==> src/rtl/bin2bcd_seq.sv <==
// Sequential binary-to-BCD converter (shift-and-add-3, one bit per clock) for the
// 4-digit display path; digits are held registers updated only when done pulses.
module bin2bcd_seq #(
   parameter int unsigned BIN_W = 14
) (
   input  logic             clk,
   input  logic             rst_n,
   input  logic             start,
   input  logic [BIN_W-1:0] bin,
   output logic             busy,
   output logic             done,
   output logic             ovf,
   output logic [3:0]       digit3,
   output logic [3:0]       digit2,
   output logic [3:0]       digit1,
   output logic [3:0]       digit0
);

   localparam int unsigned      CNT_W   = $clog2(BIN_W + 1);
   localparam logic [BIN_W-1:0] BCD_MAX = BIN_W'(9999);

   typedef enum logic {IDLE, SHIFT} state_t;

   state_t           state_q, state_d;
   logic [BIN_W-1:0] shreg_q, shreg_d;
   logic [15:0]      scratch_q, scratch_d;
   logic [15:0]      adj;
   logic [CNT_W-1:0] cnt_q, cnt_d;
   logic             sat_q, sat_d;
   logic [15:0]      digits_q, digits_d;
   logic             ovf_q, ovf_d;
   logic             done_q, done_d;
   logic             accept;
   logic             last;

   always_ff @(posedge clk or negedge rst_n) begin
      if (!rst_n) begin
         state_q   <= IDLE;
         shreg_q   <= '0;
         scratch_q <= '0;
         cnt_q     <= '0;
         sat_q     <= 1'b0;
         digits_q  <= '0;
         ovf_q     <= 1'b0;
         done_q    <= 1'b0;
      end else begin
         state_q   <= state_d;
         shreg_q   <= shreg_d;
         scratch_q <= scratch_d;
         cnt_q     <= cnt_d;
         sat_q     <= sat_d;
         digits_q  <= digits_d;
         ovf_q     <= ovf_d;
         done_q    <= done_d;
      end
   end

   always_comb begin
      state_d = state_q;
      case (state_q)
         IDLE:    if (start) state_d = SHIFT;
         SHIFT:   if (cnt_q == CNT_W'(1)) state_d = IDLE;
         default: state_d = IDLE;
      endcase
   end

   // Datapath: saturate on capture, add-3 correction before each shift, and
   // publish the final shifted scratch straight into the held digit registers.
   always_comb begin
      accept    = (state_q == IDLE) && start;
      last      = (state_q == SHIFT) && (cnt_q == CNT_W'(1));
      shreg_d   = shreg_q;
      scratch_d = scratch_q;
      cnt_d     = cnt_q;
      sat_d     = sat_q;
      digits_d  = digits_q;
      ovf_d     = ovf_q;
      done_d    = 1'b0;
      adj       = scratch_q;
      for (int unsigned i = 0; i < 4; i++) begin
         if (scratch_q[i*4 +: 4] >= 4'd5)
            adj[i*4 +: 4] = scratch_q[i*4 +: 4] + 4'd3;
      end
      if (accept) begin
         sat_d     = (bin > BCD_MAX);
         shreg_d   = (bin > BCD_MAX) ? BCD_MAX : bin;
         scratch_d = '0;
         cnt_d     = CNT_W'(BIN_W);
      end else if (state_q == SHIFT) begin
         {scratch_d, shreg_d} = {adj, shreg_q} << 1;
         cnt_d                = cnt_q - CNT_W'(1);
         if (last) begin
            digits_d = scratch_d;
            ovf_d    = sat_q;
            done_d   = 1'b1;
         end
      end
   end

   always_comb begin
      busy   = (state_q == SHIFT);
      done   = done_q;
      ovf    = ovf_q;
      digit3 = digits_q[15:12];
      digit2 = digits_q[11:8];
      digit1 = digits_q[7:4];
      digit0 = digits_q[3:0];
   end

endmodule
==> config.mk <==
export PLATFORM = sky130hd
export DESIGN_NAME = bin2bcd_seq
export DESIGN_NICKNAME = d
export VERILOG_FILES = /design/src/rtl/bin2bcd_seq.sv
export SDC_FILE = /design/constraint.sdc
export NUM_CORES = 1
export LEC_CHECK = 0
export CAP_MARGIN = 20
export CORE_AREA = 4 4 86 88
export DETAILED_ROUTE_END_ITERATION = 7
export DIE_AREA = 0 0 90 92
export PLACE_DENSITY = 0.62
export SLEW_MARGIN = 20
export SYNTH_ARGS = -nofsm -noshare
export SYNTH_HDL_FRONTEND = slang
export SYNTH_SLANG_ARGS = --single-unit
==> constraint.sdc <==
create_clock -name clk -period 3.2 [get_ports clk]
set_input_delay 0.32 -clock clk [delete_from_list [all_inputs] [get_ports clk]]
set_output_delay 0.32 -clock clk [all_outputs]
set_load 0.01 [all_outputs]
## Word-level counts from Yosys, hierarchy flattened

Cells that the tools add are included.
W data, S select, Z words.

- $add $sub $neg: 5
- Magnitude comparators: 5
- Equal/unequal tests: 1
- Muxes and demuxes: 17
- Bitwise operators: 2
- Reductions and logical operators: 4

Operators with widths:

| kind | number |
|---|---|
| $mux W14 | 3 |
| $mux W16 | 2 |
| $mux W4 | 5 |
| $ge A4 B3 Y1 const B | 4 |
| $gt A14 B14 Y1 const B | 1 |
| $add A4 B2 Y4 const B | 3 |
| $mux W1 | 5 |
| $eq A4 B1 Y1 const B | 1 |
| $sub A4 B1 Y4 const B | 1 |
| $add A3 B2 Y3 const B | 1 |
| $mux W3 | 1 |
| $reduce_and A3 Y1 | 1 |
| $logic_and A1 B1 Y1 | 2 |
| $not A1 Y1 | 2 |
| $pmux W1 S2 | 1 |
| $reduce_bool A2 Y1 | 1 |

- Flip-flop bits (word level): 54
- Input port bits: 17
- Output and inout port bits: 19
- Logic and storage cells: 42

## Depth between registers and ports, before layout

- Depth after elaboration: 5
- Depth in mapped cells: 7
- Depth with buffers taken out: 6

## Worst setup path after synthesis

Ideal clock, no wire load.

- Path type: flip-flop to flip-flop
- From: register scratch_q[0]
- To: register digits_q[2]
- Setup time: 0.125 ns
- Arrival: 1.278 ns
- Data required time: 3.075 ns
- Setup slack: 1.797 ns
- Stages on the path, launching flop included: 7
- Buffers on the path: 0
- Period minus slack after synthesis: 1.403 ns
- Cells stage by stage: dfrtp_1 -> inv_1 -> ha_1 -> nand2b_1 -> a21oi_2 -> mux2i_1 -> mux2_2

- Word-level cells in the longest chain between the ends: 2
- Elaborated cells on any way between the ends: 3
- Those cells by class: add/sub (1); order compare (1); mux (1)

RTL lines:

| item | RTL line | RTL |
|---|---|---|
| start: declaration | 26 | `logic [15:0] scratch_q, scratch_d;` |
| start signal: assignment | 49 | `scratch_q <= scratch_d;` |
| $add A4 B2 Y4 / $ge A4 B3 Y1 (equally long branches) | 82, 81 |  |
| $mux W4 (*) | 81 | `if (scratch_q[i*4 +: 4] >= 4'd5)` |
| end signal: assignment | 52 | `digits_q <= digits_d;` |
| end: declaration | 30 | `logic [15:0] digits_q, digits_d;` |

Mark *: on every way between the ends. The rest lies on a longest branch, timed or not.
A chain may end at the register's enable or synchronous reset.

## Worst setup path in the final report

- From: register state_q (netlist: busy)
- To: output port busy

RTL lines:

| item | RTL line | RTL |
|---|---|---|
| start: declaration | 24 | `state_t state_q, state_d;` |
| start signal: assignment | 47 | `state_q <= state_d;` |
| end: declaration | 10 | `output logic busy,` |

No word-level cell between the ends.

==> impl_metrics.csv <==
group,metric,value,unit
worst_setup_path,timing.critical_path.buf_inv,1,
power,combinationalPowerShare,44.5,%
worst_setup_path,critical_path_peak_fanout,28,
detailed_routing,routed_wl,5.14,mm
clock_tree,clock_tree.root_cell,"sky130_fd_sc_hd__clkbuf_8",
yosys,synth.top_cell.area_share,49.4,%
detailed_routing,routedWlPerCell,14.1,µm
detailed_routing,dr_wl_met2,2.42,mm
outcome,run_status,"finished clean",
clock_tree,postCtsSetupRepairBufs,0,
run,max_cap_viol_count,0,
grt,gr-usage-all-layers,13.3,%
sta,final.setup_skew,0.0111,ns
placed_design,pre_cts_slack,1.33,ns
clock_tree,cts_buffers,5,
sta,hold_violations,0,
detailed_routing,via_count,1885,
grt,maximum_number_of_pins_on_one_net_before_global_route_repair,32,
clock_tree,tritoncts,"done",
yosys,synth_common_cells,"sky130_fd_sc_hd__dfrtp_1, sky130_fd_sc_hd__nand2_1, sky130_fd_sc_hd__mux2i_1",
yosys,synth_cells,249,
sta,setup_repair_after_global_routing_missed_its_margin,"false",
sta,maxSlewHeadroom,61.7,%
detailed_routing,drt-vias-per-instance,5.16,
layout,finish.net_count,311,
sta,timing_worst_slew_pin_value,0.575,ns
sta,fin_tns_setup,0,ns
yosys,synth_warnings,0,
power,pwr_density_cell,932,nW/µm²
floorplanning,dieWidth,90,µm
hold_path,worstHoldPathType,"primary input to asynchronous set/reset pin",
placed_design,io_port_bufs,35,
sta,final.period_utilization,61.0,%
worst_setup_path,cpLargestDelayFamily,"flip-flops",
placed_design,detailed_place_hpwl,3.61,mm
power,static_leakage,1.51,nW
floorplanning,io-pin-count,36,
placed_design,routabilityCongestion,0.756,
floorplanning,core_region_area,6640,µm²
yosys,largest_cells_by_area_after_synthesis,"sky130_fd_sc_hd__dfrtp_1, sky130_fd_sc_hd__mux2i_1, sky130_fd_sc_hd__mux2_2, sky130_fd_sc_hd__ha_1, sky130_fd_sc_hd__nand2_1",
yosys,seq_area_frac_synth,49.4,%
yosys,netlist-cell-type-count,37,
power,power.switching_fraction,35.5,%
power,pwr-share-seq,40.7,%
worst_setup_path,critical_path.cell_chain,"clkdlybuf4s50_1",
sta,timing.hold.ws,0.435,ns
clock_tree,clk_path_buf_depth,2,
clock_tree,clock_sinks,54,
detailed_routing,final_antenna_net_count,0,
power,power_report.internal_total,0.00195,W
worst_setup_path,critPathKind,"flip-flop to output port",
detailed_routing,total_length_of_routed_met3_wires,172,µm
worst_setup_path,crit_path_max_incr_delay,0.69,ns
worst_setup_path,worstPathArrival,1.63,ns
yosys,post_synthesis_net_count,276,
layout,area_overhead_vs_synth,18.6,%
placed_design,placedCellCount,356,
grt,globalRoute.totalOverflow,0,
yosys,avgSynthCellArea,11.0,µm²
yosys,ys_async_sr_fraction,100,%
layout,antennaDiodeCount,0,
layout,finish.cell_count_without_fillers,365,
sta,timing_max_transition_violations_final,0,
floorplanning,die_area,8280,µm²
power,clock_network_fraction_of_design_power,14.8,%
yosys,yosys.cell_count.top_type,"sky130_fd_sc_hd__dfrtp_1",
power,vdd_ir_drop_max,0.000327,V
sta,setup_viol,0,
worst_setup_path,slowest_stage,"sky130_fd_sc_hd__dfrtp_2",
grt,grt_pass1_wl,8.96,mm
clock_tree,cts.reportedPaths.clkPinSlew,0.09,ns
layout,fraction_of_final_layout_cells_sized_beyond_drive_strength_1,13.7,%
yosys,syn_area,2740,µm²
floorplanning,dieHeight,92,µm
clock_tree,clock_insertion_delay_worst_skew,0.30,ns
sta,fmax,0.512,GHz
yosys,yosys_register_bits,54,
power,switchingPower,0.00107,W
worst_setup_path,worst-endpoint-required,2.88,ns
detailed_routing,drt_pre_antenna_iters,4,
detailed_routing,count_of_unresolved_drc_violations_after_routing,0,
power,final_total_power,0.00303,W
floorplanning,floorplan.initialDensity,41.2,%
sta,fin_crit,1.95,ns
clock_tree,clock_tree.htree_level_count,2,
clock_tree,cts.repair.resized,0,
detailed_routing,route.top_layer_used,"met4",
worst_setup_path,cp-end-kind,"output port",
detailed_routing,drtIter0Drc,87,
clock_tree,cts_hold_buffers,1,
grt,initial_antenna_violation_count,0,
detailed_routing,detail_route.wirelength.met1,2.48,mm
yosys,yosys_most_used_dff,"sky130_fd_sc_hd__dfrtp_1",
yosys,netlist.top_cell.by_area,"sky130_fd_sc_hd__dfrtp_1",
grt,vias_in_the_first_global_route,1837,
yosys,synth-edff-count,0,
floorplanning,fp-row-count,30,
worst_setup_path,cp-start-kind,"flip-flop",
sta,layout_setup_ws,1.25,ns
-- per-layer routing --
metal	up-vias	global-route usage, %
met5	-	0
met4	0	4.21
met3	8	2.87
met2	32	21.4
met1	910	17.8
li1	935	-
-- sequential cells by signal, indices dropped and copies added, names as in the netlist --
name and flops:
ovf 1, scratch_q 16, busy 1, sat_q 1
done 1, cnt_q 4, digits_q 16, shreg_q 14
-- area by class of cell --
class	instances	area, µm²
Tap cell	80	100
Clock inverter	1	30.0
Fill cell	627	3400
Multi-Input combinational cell	170	1250
Timing Repair Buffer	40	385
Inverter	13	50.0
Sequential cell	54	1350
Clock buffer	7	76.3
-- per-stage QoR --
stage / instance area (µm²) / utilization (%)
2_1_floorplan: 2740 / -
3_3_place_gp: 3130 / 47.1
3_5_place_dp: 3130 / 47.1
4_1_cts: 3250 / 48.9
5_1_grt: 3250 / 48.9
6_report: 3250 / 48.9
-- cell usage in the layout, fill, tap and decap left out, drive strengths merged, types with 6 or more instances in the layout --
cell           count
dfrtp             54
nand2b             8
clkbuf             7
ha                10
clkdlybuf4s50     34
nand2             28
o21ai             15
a31oi              6
inv               12
nor2              15
nor3               6
nor3b              7
mux2i             16
mux2              12
a21oi             13
a21o               7
-- power by group through the flow --
stage	sequential [W]	clock (W)	combinational [W]
2_1_floorplan	0.00122	0	0.000962
3_3_place_gp	0.00124	0	0.00133
6_report	0.00123	0.000448	0.00134
3_5_place_dp	0.00125	0	0.00137
5_1_grt	0.00128	0.000492	0.00152
4_1_cts	0.00123	0.000469	0.00137
-- cell families after synthesis --
group	synth area share [%]
simple gates	13.4
flops	49.4
mux	10.8
xor+xnor	1.60
buf+inv	4.94
fa+ha+maj	4.57
compound gates	15.4
-- path summary, 6_finish.rpt --
kind | startpoint | endpoint | slack [ns] | cells after the start
min in group clk | shreg_q[11] | shreg_q[12] | 0.49 | 2
worst min-delay path | rst_n | digits_q[8] | 0.43 | 2
worst min register to register | shreg_q[11] | shreg_q[12] | 0.49 | 2
max in group asynchronous | rst_n | busy | 2.16 | 3
worst max-delay path | busy | busy | 1.25 | 1
worst max register to register | busy | scratch_q[3] | 1.36 | 4
Note: power is estimated with default switching activity, not from simulation.
